**config.mk**
```make
export PLATFORM = sky130hd
export DESIGN_NAME = regout_seq_ctrl
export DESIGN_NICKNAME = d
export VERILOG_FILES = /design/src/rtl/regout_pkg.sv /design/src/rtl/btn_sync_edge.sv /design/src/rtl/regout_seq_ctrl.sv
export SDC_FILE = /design/constraint.sdc
export NUM_CORES = 1
export LEC_CHECK = 0
export CORE_UTILIZATION = 41
export CTS_BUF_LIST = sky130_fd_sc_hd__clkbuf_4 sky130_fd_sc_hd__clkbuf_8 sky130_fd_sc_hd__clkbuf_16
export CTS_CLUSTER_SIZE = 12
export DETAILED_ROUTE_END_ITERATION = 6
export PLACE_DENSITY = 0.8
export SETUP_SLACK_MARGIN = 0.02
export SLEW_MARGIN = 20
export SYNTH_ARGS = -nofsm -noshare
export SYNTH_HDL_FRONTEND = slang
export SYNTH_SLANG_ARGS = --single-unit
```
**constraint.sdc**
```tcl
create_clock -name clk -period 1.8 [get_ports clk]
set_input_delay 0.18 -clock clk [delete_from_list [all_inputs] [get_ports clk]]
set_output_delay 0.18 -clock clk [all_outputs]
set_load 0.02 [all_outputs]
```
**src/rtl/regout_pkg.sv**
```systemverilog
// Shared types and helpers for the result-chain readout controller.
package regout_pkg;

  localparam int unsigned DefaultN     = 32;
  localparam int unsigned DefaultDepth = 11;

  typedef enum logic [2:0] {
    StIdle,
    StFill,
    StDrain,
    StShift,
    StFin
  } state_e;

  // Width of a counter that must hold values 0..range-1 (at least one bit).
  function automatic int unsigned cnt_width(int unsigned range);
    return (range > 1) ? $clog2(range) : 1;
  endfunction

  // Left-shift amount that brings byte idx (0 = most significant) to the top of a word.
  function automatic int unsigned byte_shift(int unsigned idx);
    return 8 * idx;
  endfunction

endpackage

```
**src/rtl/btn_sync_edge.sv**
```systemverilog
// Asynchronous push-button input: two-flop synchroniser followed by rising-edge detect.
module btn_sync_edge (
  input  logic clk,
  input  logic rst_n,
  input  logic btn_i,
  output logic rise_o
);

  // [0] and [1] form the synchroniser, [2] remembers the previous synchronised level.
  logic [2:0] sync_q;

  // Shift the pad level through the synchroniser and edge history.
  always_ff @(posedge clk or negedge rst_n) begin
    if (!rst_n) begin
      sync_q <= '0;
    end else begin
      sync_q <= {sync_q[1:0], btn_i};
    end
  end

  assign rise_o = sync_q[1] & ~sync_q[2];

endmodule

```
**src/rtl/regout_seq_ctrl.sv**
```systemverilog
// Fill/drain sequencer for the NPU result shift chain with byte-wide readout.
module regout_seq_ctrl
  import regout_pkg::*;
#(
  parameter int unsigned N     = DefaultN,
  parameter int unsigned DEPTH = DefaultDepth
) (
  input  logic         clk,
  input  logic         rst_n,
  input  logic         start,
  input  logic         abort,
  input  logic         s,
  input  logic         p_button,
  input  logic         s_button,
  input  logic         in_valid,
  output logic         in_ready,
  input  logic [N-1:0] tail_word,
  output logic         shift_en,
  output logic         chain_zero,
  output logic [7:0]   out_byte,
  output logic         out_valid,
  input  logic         out_ready,
  output logic [1:0]   byte_idx,
  output logic [3:0]   word_idx,
  output logic         busy,
  output logic         done
);

  localparam int unsigned BYTES = N / 8;
  localparam int unsigned CntW  = cnt_width(DEPTH + 1);
  localparam int unsigned ByteW = cnt_width(BYTES);

  localparam logic [CntW-1:0]  LastWord = CntW'(DEPTH - 1);
  localparam logic [ByteW-1:0] LastByte = ByteW'(BYTES - 1);

  state_e           state_q;
  logic             mode_q;
  logic [CntW-1:0]  fill_q;
  logic [CntW-1:0]  word_q;
  logic [ByteW-1:0] byte_q;

  logic p_rise, s_rise;
  logic last_byte, step_byte, step_word;
  logic [N-1:0] shifted;

  btn_sync_edge u_p_sync (
    .clk    (clk),
    .rst_n  (rst_n),
    .btn_i  (p_button),
    .rise_o (p_rise)
  );

  btn_sync_edge u_s_sync (
    .clk    (clk),
    .rst_n  (rst_n),
    .btn_i  (s_button),
    .rise_o (s_rise)
  );

  // Decode the drain advance events; p wins over s so a combined press only skips the word.
  always_comb begin
    last_byte = (byte_q == LastByte);
    step_byte = 1'b0;
    step_word = 1'b0;
    if (mode_q) begin
      step_word = p_rise | (s_rise & last_byte);
      step_byte = ~p_rise & s_rise & ~last_byte;
    end else begin
      step_word = out_ready & last_byte;
      step_byte = out_ready & ~last_byte;
    end
  end

  // Sequencer state, mode latch and fill/byte/word counters.
  always_ff @(posedge clk or negedge rst_n) begin
    if (!rst_n) begin
      state_q <= StIdle;
      mode_q  <= 1'b0;
      fill_q  <= '0;
      word_q  <= '0;
      byte_q  <= '0;
    end else if (abort) begin
      state_q <= StIdle;
      fill_q  <= '0;
      word_q  <= '0;
      byte_q  <= '0;
    end else begin
      unique case (state_q)
        StIdle: begin
          if (start) begin
            state_q <= StFill;
            mode_q  <= s;
            fill_q  <= '0;
            word_q  <= '0;
            byte_q  <= '0;
          end
        end
        StFill: begin
          if (in_valid) begin
            fill_q <= fill_q + 1'b1;
            if (fill_q == LastWord) begin
              state_q <= StDrain;
            end
          end
        end
        StDrain: begin
          if (step_word) begin
            byte_q  <= '0;
            word_q  <= word_q + 1'b1;
            state_q <= (word_q == LastWord) ? StFin : StShift;
          end else if (step_byte) begin
            byte_q <= byte_q + 1'b1;
          end
        end
        StShift: state_q <= StDrain;
        StFin:   state_q <= StIdle;
        default: state_q <= StIdle;
      endcase
    end
  end

  // Bring the selected byte to the top of the word; byte 0 is the most significant.
  assign shifted = tail_word << byte_shift(32'(byte_q));

  // Outputs decoded from the registered state; abort suppresses shifts, fill handshake and done.
  always_comb begin
    in_ready   = (state_q == StFill) & ~abort;
    shift_en   = ~abort & (((state_q == StFill) & in_valid) | (state_q == StShift));
    chain_zero = (state_q == StShift);
    out_valid  = (state_q == StDrain);
    out_byte   = out_valid ? shifted[N-1 -: 8] : 8'h00;
    byte_idx   = 2'(byte_q);
    word_idx   = 4'(word_q);
    busy       = (state_q != StIdle);
    done       = (state_q == StFin) & ~abort;
  end

endmodule
```
==> impl_metrics.json <==
{
  "cp_max_fo": 4,
  "cts_max_level": 1,
  "dp_cells": 232,
  "regArea_sq_um": 503,
  "clk_latency_ns": 0.30,
  "ir_drop_v": 0.000518,
  "required_ns": 1.62,
  "slew_violations": 0,
  "wire_per_inst_microns": 15.5,
  "vias": 1315,
  "worst_pin_slew_ns": 0.278,
  "yosysTopAreaCellShare_pct": 37.8,
  "fin_area_sq_um": 2170,
  "fillCellCount": 245,
  "path_buf_inv": 2,
  "worstReg2RegStart": "byte_idx[0]",
  "crit_path_start": "byte_idx[0]",
  "track_usage_pct": 20.9,
  "start_util_pct": 43.4,
  "cts_tree": "yes",
  "fin_hold_ws_ns": 0.199,
  "area_growth_pct": 64.0,
  "max_freq_mhz": 537,
  "root_buffer": "clkbuf_4",
  "die_h_microns": 58.8,
  "cts_made_buffers": 3,
  "synth_top_flop_cell": "dfrtp_1",
  "synth_commonest_cells": "dfrtp_1 (20), mux4_2 (8), nand2_1 (8), nor2b_1 (8), inv_1 (7)",
  "grt_pass1_wl_mm": 5.48,
  "synth_edf_count": 0,
  "io_buffers": 60,
  "grt_max_degree": 21,
  "ys_seq_area_share_pct": 37.8,
  "drt_first_pass_iters": 4,
  "hold_buffers": 0,
  "core_area_sq_um": 3050,
  "chipWidth_microns": 58.8,
  "dp_hpwl_mm": 2.81,
  "gp_congestion": 0.713,
  "placed_cell_area_sq_um": 2050,
  "cpPeakStageDelay_ns": 0.48,
  "antenna_found_initial": 0,
  "syn_area_sq_um": 1320,
  "hold_viol": 0,
  "status": "finished with violations",
  "cp_slowest_cell": "mux4_2",
  "grt_pass1_vias": 1286,
  "syn_nets": 169,
  "avgSynthCellArea_sq_um": 10.8,
  "critPathLaunchType": "register",
  "insertedDiodeCount": 0,
  "synth_area_leaders": "dfrtp_1 (38%), mux4_2 (14%), ha_1 (4.7%)",
  "crit_arrival_ns": 1.68,
  "violations": "setup timing",
  "setup_viol_count_final": 8,
  "min_path_type": "input pin to asynchronous set/reset pin",
  "ys_types": 46,
  "wirelength_mm": 3.77,
  "synth_most_common_cell": "dfrtp_1",
  "nets": 246,
  "yosys_warnings": 0,
  "p_leak_nw": 0.946,
  "dp_slack_ns": -0.139,
  "end_kind": "output pin",
  "drt-initial-drc-count": 40,
  "ioPinCount": 61,
  "slew_headroom_pct": 81.2,
  "finalClockSkew_ns": 0.00751,
  "ys_ff_latch": 20,
  "postSynthCellCount": 123,
  "crit_type": "register to output pin",
  "power_mw": 1.46,
  "crit_chain": "clkbuf_16, mux4_2, nor2b_1, buf_4",
  "vias_per_cell": 5.41,
  "powerDensity_nw_per_um2": 672,
  "async_reset_ff_share_pct": 100,
  "multiInputGateArea_sq_um": 797,
  "die-area_sq_um": 3460,
  "clockBufferDepth": 2,
  "antenna_left": 0,
  "crit_family": "multiplexers",
  "layout-drive-gt1-share_pct": 26.1,
  "drc": 0,
  "rows": 20,
  "post-route-period-util_pct": 104,
  "rsz0062_at_grt": "true",
  "maxCapViolCount": 0,
  "synth_area_leader_cell": "dfrtp_1",
  "cts_sinks": 20,
  "clk_pin_slew_ns": 0.12,
  "grt_overflow": 0,
  "final-instance-count-excl-fill": 243,
  "setup_ws_ns": -0.0636,
  "period_needed_ns": 1.86
}
[final timing paths]
path | endpoint | slack, ns | cells after the start
max reg2reg | state_q[1] | 0.07 | 6
max in group asynchronous | byte_idx[1] | 1.38 | 2
min in group clk | u_s_sync.sync_q[0] | 0.30 | 1
min | state_q[1] | 0.20 | 2
min reg2reg | u_p_sync.sync_q[1] | 0.36 | 0
max | out_byte[0] | -0.06 | 4
[metal layers]
metal  wire, microns  share of wire, %  up-vias  global-route usage, %
met2            1920                51       59                   40.4
met4              21              0.56        0                   5.78
met1            1490                40      636                   22.7
met5               0                 0        -                      0
li1                -                 -      618                      -
met3             333               8.8        2                   4.40
[repair_timing]
action | 4_1_cts | 5_1_grt
buffers inserted | 0 | 6
endpoints found under the setup margin | 17 | 13
cloned | 0 | 1
pin swaps | 0 | 4
gates resized for setup | 42 | 18
[area by class of cell]
| class | count | share of cell area [%] |
|---|---|---|
| clock inverter | 1 | 1.38 |
| sequential | 20 | 23.2 |
| multi-input combinational | 90 | 36.7 |
| timing repair buffer | 78 | 33.9 |
| inverter | 7 | 1.21 |
| clock buffer | 3 | 1.04 |
| tap | 44 | 2.54 |
[sequential cells by signal, indices dropped and copies added (netlist names)]
signal and cells:
u_s_sync.sync_q 3, word_idx 4, u_p_sync.sync_q 3, state_q 3, fill_q 4, mode_q 1
byte_idx 2
[per-stage QoR]
step	setup TNS [ns]	utilization, %
after detailed placement	-0.910	67.1
after floorplan	0	-
after global routing	-0.807	71.1
after global placement	-0.887	67.1
after CTS	-0.304	67.5
final	-0.302	71.1
[cell families after synthesis]
| family | after synthesis | share of synthesized area (%) |
|---|---|---|
| simple gates | 51 | 23.9 |
| buf+inv | 13 | 3.88 |
| flops | 20 | 37.8 |
| compound gates | 22 | 12.9 |
| fa+ha+maj | 5 | 4.73 |
| mux | 12 | 16.8 |
[where the power goes]
part / total (mW) / internal [mW] / switching [mW]
sequential: 0.521 / 0.485 / 0.0367
clock: 0.368 / 0.225 / 0.143
combinational: 0.569 / 0.309 / 0.259
[cells in the final DEF, fill, tap and decap left out, types with 3 or more instances in the layout]
master,n
nor3_1,3
dfrtp_1,18
mux4_2,8
nand2b_1,5
clkbuf_4,3
buf_4,20
nand3b_1,4
nor2_1,3
ha_1,5
nor2b_1,6
o21ai_0,3
inv_1,7
clkdlybuf4s50_1,45
buf_2,3
nand2_1,8
Power figures use the tool's default switching activity.
